**src/rtl/timer_pkg.sv**
```systemverilog
// Shared definitions for the timer array: register offsets, CTRL fields,
// mode encodings, channel FSM states and the byte-lane merge helper.
package timer_pkg;

    localparam logic [1:0] REG_CTRL   = 2'd0;
    localparam logic [1:0] REG_PRESET = 2'd1;
    localparam logic [1:0] REG_COUNT  = 2'd2;
    localparam logic [1:0] REG_STATUS = 2'd3;

    localparam int CTRL_EN      = 0;
    localparam int CTRL_MODE_LO = 1;
    localparam int CTRL_MODE_HI = 2;
    localparam int CTRL_IM      = 3;

    typedef enum logic [1:0] {
        MODE_ONE_SHOT    = 2'b00,
        MODE_AUTO_RELOAD = 2'b01,
        MODE_FREE_RUN    = 2'b10,
        MODE_RESERVED    = 2'b11
    } mode_e;

    typedef enum logic [1:0] {
        ST_IDLE  = 2'b00,
        ST_LOAD  = 2'b01,
        ST_COUNT = 2'b10
    } state_e;

    // Replace each byte lane of old_v with wr_v where its enable is set.
    function automatic logic [31:0] byte_merge(input logic [31:0] old_v,
                                               input logic [31:0] wr_v,
                                               input logic [3:0]  be);
        logic [31:0] res;
        for (int b = 0; b < 4; b++) begin
            res[b*8 +: 8] = be[b] ? wr_v[b*8 +: 8] : old_v[b*8 +: 8];
        end
        return res;
    endfunction

endpackage

```
**src/rtl/timer_channel.sv**
```systemverilog
// One timer channel: CTRL/PRESET/COUNT/STATUS registers, IDLE/LOAD/COUNT FSM
// and the pending flag with write-1-to-clear.
module timer_channel
    import timer_pkg::*;
#(
    parameter int COUNT_W = 32
) (
    input  logic        clk,
    input  logic        rst_n,
    input  logic        wr_en,
    input  logic [1:0]  reg_sel,
    input  logic [3:0]  be,
    input  logic [31:0] wd,
    output logic [31:0] rd_data,
    output logic        irq
);

    localparam logic [COUNT_W-1:0] CNT_ONE  = {{(COUNT_W-1){1'b0}}, 1'b1};
    localparam logic [COUNT_W-1:0] CNT_ZERO = {COUNT_W{1'b0}};

    state_e               state_r, state_nxt_s;
    mode_e                mode_r, mode_nxt_s;
    logic                 en_r, en_nxt_s;
    logic                 im_r, im_nxt_s;
    logic                 pending_r, pending_nxt_s;
    logic [COUNT_W-1:0]   preset_r, preset_nxt_s;
    logic [COUNT_W-1:0]   count_r, count_nxt_s;
    logic [31:0]          preset_ext_s;
    logic [31:0]          preset_merged_s;
    logic                 ctrl_wr_s;
    logic                 preset_wr_s;
    logic                 status_clr_s;

    assign ctrl_wr_s       = wr_en && (reg_sel == REG_CTRL) && be[0];
    assign preset_wr_s     = wr_en && (reg_sel == REG_PRESET);
    assign status_clr_s    = wr_en && (reg_sel == REG_STATUS) && be[0] && wd[0];
    assign preset_ext_s    = 32'(preset_r);
    assign preset_merged_s = byte_merge(preset_ext_s, wd, be);
    assign irq             = pending_r && im_r;

    // Next-state logic: register writes, then FSM, then the disable override.
    always_comb begin
        state_nxt_s   = state_r;
        mode_nxt_s    = mode_r;
        en_nxt_s      = en_r;
        im_nxt_s      = im_r;
        pending_nxt_s = pending_r;
        preset_nxt_s  = preset_r;
        count_nxt_s   = count_r;

        if (ctrl_wr_s) begin
            en_nxt_s   = wd[CTRL_EN];
            mode_nxt_s = mode_e'(wd[CTRL_MODE_HI:CTRL_MODE_LO]);
            im_nxt_s   = wd[CTRL_IM];
        end else begin
            en_nxt_s = en_r;
        end

        if (preset_wr_s) begin
            preset_nxt_s = preset_merged_s[COUNT_W-1:0];
        end else begin
            preset_nxt_s = preset_r;
        end

        // Clear first so a same-cycle expiry below wins over the W1C.
        if (status_clr_s) begin
            pending_nxt_s = 1'b0;
        end else begin
            pending_nxt_s = pending_r;
        end

        case (state_r)
            ST_IDLE: begin
                if (ctrl_wr_s && wd[CTRL_EN]) begin
                    state_nxt_s = ST_LOAD;
                end else begin
                    state_nxt_s = ST_IDLE;
                end
            end
            ST_LOAD: begin
                count_nxt_s = preset_r;
                state_nxt_s = ST_COUNT;
            end
            ST_COUNT: begin
                if (count_r != CNT_ZERO) begin
                    count_nxt_s = count_r - CNT_ONE;
                end else begin
                    pending_nxt_s = 1'b1;
                    case (mode_r)
                        MODE_AUTO_RELOAD: count_nxt_s = preset_r;
                        MODE_FREE_RUN:    count_nxt_s = count_r - CNT_ONE;
                        default: begin
                            en_nxt_s    = 1'b0;
                            state_nxt_s = ST_IDLE;
                        end
                    endcase
                end
            end
            default: begin
                state_nxt_s = ST_IDLE;
            end
        endcase

        // Disabling stops the channel where it is without touching pending.
        if (ctrl_wr_s && !wd[CTRL_EN]) begin
            state_nxt_s = ST_IDLE;
            count_nxt_s = count_r;
        end else begin
            count_nxt_s = count_nxt_s;
        end
    end

    // Channel state registers.
    always_ff @(posedge clk or negedge rst_n) begin
        if (!rst_n) begin
            state_r   <= ST_IDLE;
            mode_r    <= MODE_ONE_SHOT;
            en_r      <= 1'b0;
            im_r      <= 1'b0;
            pending_r <= 1'b0;
            preset_r  <= CNT_ZERO;
            count_r   <= CNT_ZERO;
        end else begin
            state_r   <= state_nxt_s;
            mode_r    <= mode_nxt_s;
            en_r      <= en_nxt_s;
            im_r      <= im_nxt_s;
            pending_r <= pending_nxt_s;
            preset_r  <= preset_nxt_s;
            count_r   <= count_nxt_s;
        end
    end

    // Register read-back for the selected offset.
    always_comb begin
        rd_data = 32'h0000_0000;
        case (reg_sel)
            REG_CTRL:   rd_data = {28'h000_0000, im_r, mode_r, en_r};
            REG_PRESET: rd_data = preset_ext_s;
            REG_COUNT:  rd_data = 32'(count_r);
            REG_STATUS: rd_data = {31'h0000_0000, pending_r};
            default:    rd_data = 32'h0000_0000;
        endcase
    end

endmodule

```
**src/rtl/timer_array.sv**
```systemverilog
// Array of NUM_TIMERS timer channels behind a word-addressed register bus;
// decodes the channel field, muxes read data and gathers interrupts.
module timer_array
    import timer_pkg::*;
#(
    parameter int NUM_TIMERS = 4,
    parameter int COUNT_W    = 32,
    parameter int AW         = $clog2(NUM_TIMERS) + 2
) (
    input  logic                  clk,
    input  logic                  reset,
    input  logic [AW-1:0]         addr,
    input  logic                  we,
    input  logic [3:0]            BE,
    input  logic [31:0]           WD,
    output logic [31:0]           RD,
    output logic [NUM_TIMERS-1:0] IRQ,
    output logic                  IRQ_any
);

    localparam int CH_W = (AW > 2) ? AW - 2 : 1;

    logic [CH_W-1:0]       ch_s;
    logic                  ch_valid_s;
    logic [1:0]            reg_s;
    logic [31:0]           ch_rd_s [NUM_TIMERS];
    logic [NUM_TIMERS-1:0] irq_s;
    logic [31:0]           rd_s;

    assign reg_s = addr[1:0];

    generate
        if (AW > 2) begin : g_ch_field
            assign ch_s = addr[AW-1:2];
        end else begin : g_ch_single
            assign ch_s = {CH_W{1'b0}};
        end
    endgenerate

    // Channel indices beyond the implemented count read zero and drop writes.
    assign ch_valid_s = ({{(32-CH_W){1'b0}}, ch_s} < 32'(NUM_TIMERS));

    generate
        for (genvar i = 0; i < NUM_TIMERS; i++) begin : g_chan
            logic wr_sel_s;
            assign wr_sel_s = we && ch_valid_s && (ch_s == CH_W'(i));

            timer_channel #(
                .COUNT_W (COUNT_W)
            ) u_chan (
                .clk     (clk),
                .rst_n   (reset),
                .wr_en   (wr_sel_s),
                .reg_sel (reg_s),
                .be      (BE),
                .wd      (WD),
                .rd_data (ch_rd_s[i]),
                .irq     (irq_s[i])
            );
        end
    endgenerate

    // Read-data mux over channels.
    always_comb begin
        rd_s = 32'h0000_0000;
        for (int i = 0; i < NUM_TIMERS; i++) begin
            if (ch_valid_s && (ch_s == CH_W'(i))) begin
                rd_s = ch_rd_s[i];
            end else begin
                rd_s = rd_s;
            end
        end
    end

    assign RD      = rd_s;
    assign IRQ     = irq_s;
    assign IRQ_any = |irq_s;

endmodule

```
**config.mk**
```make
export PLATFORM = sky130hd
export DESIGN_NAME = timer_array
export DESIGN_NICKNAME = d
export VERILOG_FILES = /design/src/rtl/timer_pkg.sv /design/src/rtl/timer_channel.sv /design/src/rtl/timer_array.sv
export SDC_FILE = /design/constraint.sdc
export NUM_CORES = 1
export LEC_CHECK = 0
export CORE_ASPECT_RATIO = 1.75
export CORE_MARGIN = 3
export CORE_UTILIZATION = 58
export DETAILED_ROUTE_END_ITERATION = 8
export PLACE_DENSITY = 0.77
export REMOVE_ABC_BUFFERS = 1
export SLEW_MARGIN = 10
export SYNTH_ARGS = -nofsm -noshare
export SYNTH_HDL_FRONTEND = slang
export SYNTH_SLANG_ARGS = --single-unit
export TNS_END_PERCENT = 20
```
**constraint.sdc**
```tcl
create_clock -name clk -period 6.3 [get_ports clk]
set_input_delay 1.26 -clock clk [delete_from_list [all_inputs] [get_ports clk]]
set_output_delay 1.26 -clock clk [all_outputs]
set_load 0.01 [all_outputs]
```
==> run_results.csv <==
group,metric,value,unit
route,vias,16083,
worst_setup_path,slowest_delay,0.76,ns
route,first_pass_iters,6,
worst_setup_path,reg2reg_from,"g_chan[1].u_chan.count_r[0]",
min_path,min_from,"g_chan[2].u_chan.count_r[28]",
worst_setup_path,cp.arrival,4.10,ns
global_route,antenna_found_initial,0,
floorplan,core-area,28700,µm²
power_and_ir_drop,power.switching,2300,µW
synthesis,syn_avg_cell_area,9.24,µm²
worst_setup_path,crit_type,"input pin to output port",
floorplan,num_io_pins,80,
timing,finalSetupViolations,0,
floorplan,die_x,135,µm
route,wl_per_cell,26.1,µm
layout,areaGrowthSynthToFinish,12.1,%
timing,drv_slew,0,
global_route,grt_pass1_wl,90.4,mm
worst_setup_path,rrSetupSlack,2.21,ns
min_path,hold_end,"g_chan[2].u_chan.count_r[28]",
floorplan,start_util,59.0,%
place,gp_congestion,0.984,
clock_network,cts_resized,0,
place,dp_slack,1.01,ns
clock_network,post-cts-setup-buffers,0,
power_and_ir_drop,power.total,6480,µW
min_path,hold-path-cell-count,1,
floorplan,dieHeight,232,µm
power_and_ir_drop,intPower,4180,µW
power_and_ir_drop,leakage,0.00755,µW
worst_setup_path,critPathSlowestCell,"clkdlybuf4s50_1",
clock_network,h-tree-depth,1,
worst_setup_path,worst-path-buf-inv,3,
synthesis,ys_seq_area_share,41.9,%
layout,antennaDiodeCount,0,
power_and_ir_drop,power_density,341,nW/µm²
clock_network,root_buffer,"clkbuf_16",
worst_setup_path,cp.required,5.04,ns
synthesis,ys_ff_latch,284,
synthesis,synthArstFlopShare,100,%
synthesis,syn-cell-area,17000,µm²
route,routed_wl,58.3,mm
synthesis,syn_inst,1836,
layout,nNetsFinal,1904,
floorplan,num_rows,82,
timing,setup_ws,0.942,ns
worst_setup_path,crit_top_cell,"clkdlybuf4s50_1",
power_and_ir_drop,power_frac_seq,44.7,%
worst_setup_path,startpoint_type,"input pin",
timing,worst_slew_pin_slew,1.30,ns
worst_setup_path,critPathTopFamily,"buffers and inverters",
floorplan,die_area,31400,µm²
place,portBuffers,79,
worst_setup_path,cp-end-kind,"output port",
timing,fmax,0.187,GHz
clock_network,cts_max_path_buffers,3,
synthesis,yosysWarnings,0,
synthesis,synth_edf_count,0,
place,dp_hpwl,41.7,mm
power_and_ir_drop,vdd_drop_max,0.000261,V
clock_network,cts_buffers,29,
route,antenna_left,0,
synthesis,ys.flop_type,"dfrtp_1",
clock_network,hold_buffers,0,
route,drt_iter0_drc,2048,
power_and_ir_drop,pwr-share-comb,24.0,%
worst_setup_path,rr_endpoint,"g_chan[1].u_chan.count_r[23]",
worst_setup_path,ff2ff_path_depth,8,
run,max_cap_violations,0,
timing,slew_headroom,12.7,%
synthesis,synth.distinct_cells,78,
global_route,grt_max_degree,131,
min_path,hp-class,"flip-flop to flip-flop",
layout,drive_gt1_share,14.2,%
timing,fin_skew,0.0123,ns
timing,hold_viol,0,
clock_network,cts.sinks,284,
global_route,gr-total-overflow,0,
worst_setup_path,crit_fanout,96,
global_route,grt.total_usage,36.9,%
route,drt_drc_violations_left,0,
global_route,grt_pass1_vias,15572,
clock_network,clk_pin_slew_worst_paths,0.07,ns
worst_setup_path,worstPathCellList,"clkdlybuf4s50_1 > nor2b_4 > buf_12 > nand2_1 > o22ai_1 > o21ai_0 > a21oi_1 > clkdlybuf4s50_1",
clock_network,clk_latency,0.57,ns
timing,fin_crit_sh,85.0,%
timing,rsz0062_at_grt,"false",
clock_network,cts_tree,"built",
route,routed_via_density,7.19,
timing,fin_crit,5.36,ns
status,status,"finished clean",
power_and_ir_drop,p_sw_share,35.5,%
power_and_ir_drop,clkPwrFrac,31.3,%
layout by cell type (no fill, tap or decap), drive strengths merged, types with 9 or more instances in the layout:
cell type / n
inv: 43
nand4: 18
a21o: 16
o22ai: 32
ha: 24
clkdlybuf4s50: 76
dfrtp: 284
nor2: 131
a211oi: 10
o2bb2ai: 17
a221oi: 33
a221o: 16
nand3: 38
or4: 19
nand2b: 19
a22oi: 64
nor3: 62
or3: 30
o21a: 12
and3: 10
mux2: 132
a21oi: 182
nand2: 97
clkbuf: 35
buf: 37
o21ai: 191
and2: 9
nor4: 36
or2: 10
mux2i: 33
a31oi: 25
final cells by class:
type | instances | area [µm²]
fill | 2380 | 9710
multi-input combinational | 1366 | 9090
sequential | 284 | 7110
timing repair buffer | 113 | 1080
clock buffer | 35 | 788
tap | 378 | 473
clock inverter | 18 | 314
inverter | 43 | 161
worst max path at each step:
| stage | slack [ns] | cells after the start | startpoint | end |
|---|---|---|---|---|
| global route | 0.84 | 8 | addr[1] | RD[5] |
| CTS | 1.01 | 8 | addr[1] | RD[5] |
| global placement | 1.03 | 8 | addr[1] | RD[5] |
| detailed placement | 1.01 | 8 | addr[1] | RD[5] |
| finish | 0.94 | 8 | addr[1] | RD[5] |
| floorplan | -0.55 | 5 | addr[1] | RD[11] |
metal layers:
layer	global-route usage, %	routed length [µm]	vias up
met1	46.7	21400	7898
li1	-	-	6968
met5	0	0	-
met3	5.07	4760	238
met4	20.7	3960	0
met2	60.6	28200	979
cell families after synthesis:
logic type	Yosys count	share of synthesized area, %
buffers and inverters	186	4.72
AND/OR/NAND/NOR	511	15.7
multiplexers	170	11.4
adder cells (fa/ha/maj)	24	1.77
AO/OA/AOI/OAI	661	24.6
flip-flops	284	41.9
cells in the mapped netlist (16+ instances only):
cell	n	share of area, %
nand2_1	97	2.1
ha_1	24	1.8
o21ai_0	186	5.5
clkbuf_1	91	2.0
nor3_1	59	1.7
a31oi_1	24	0.89
o22ai_1	32	1.2
a221oi_1	33	1.7
mux2i_1	33	1.9
or3_1	29	1.1
buf_2	30	0.89
a21o_1	16	0.71
a21oi_1	182	5.4
nand2b_1	19	0.70
nand3_1	38	1.1
nand4_1	18	0.66
a22oi_1	64	2.8
dfrtp_1	284	42
nor4_1	34	1.3
inv_1	41	0.91
or4_1	16	0.71
o2bb2ai_1	17	0.88
nor2_1	131	2.9
mux2_2	132	8.8
a221o_1	16	0.94
power by group through the flow:
stage	Sequential (µW)	Combinational, µW	Clock [µW]
2_1_floorplan	2650	1050	0
3_3_place_gp	2890	1460	0
3_5_place_dp	2890	1510	0
4_1_cts	2860	1530	2030
5_1_grt	2950	1700	2100
6_report	2900	1560	2030
through the flow:
step                      utilization (%)  hold slack (ns)  setup TNS, ns  instances  area (µm²)
after floorplan                         -            0.457         -12.20       1693       16300
after global placement               62.3            0.503              0       2184       17900
after detailed placement             62.3            0.502              0       2184       17900
after CTS                            66.2            0.521              0       2237       19000
after global routing                 66.2            0.531              0       2237       19000
final                                66.2            0.526              0       2237       19000
registers in the layout, summed over array words and instances (netlist names):
| register | flops |
|---|---|
| g_chan.u_chan.preset_ext_s | 128 |
| g_chan.u_chan.im_r | 4 |
| g_chan.u_chan.en_r | 4 |
| g_chan.u_chan.pending_r | 4 |
| g_chan.u_chan.state_r | 8 |
| g_chan.u_chan.mode_r | 8 |
| g_chan.u_chan.count_r | 128 |
No activity file was read; power rests on OpenSTA's default activity.
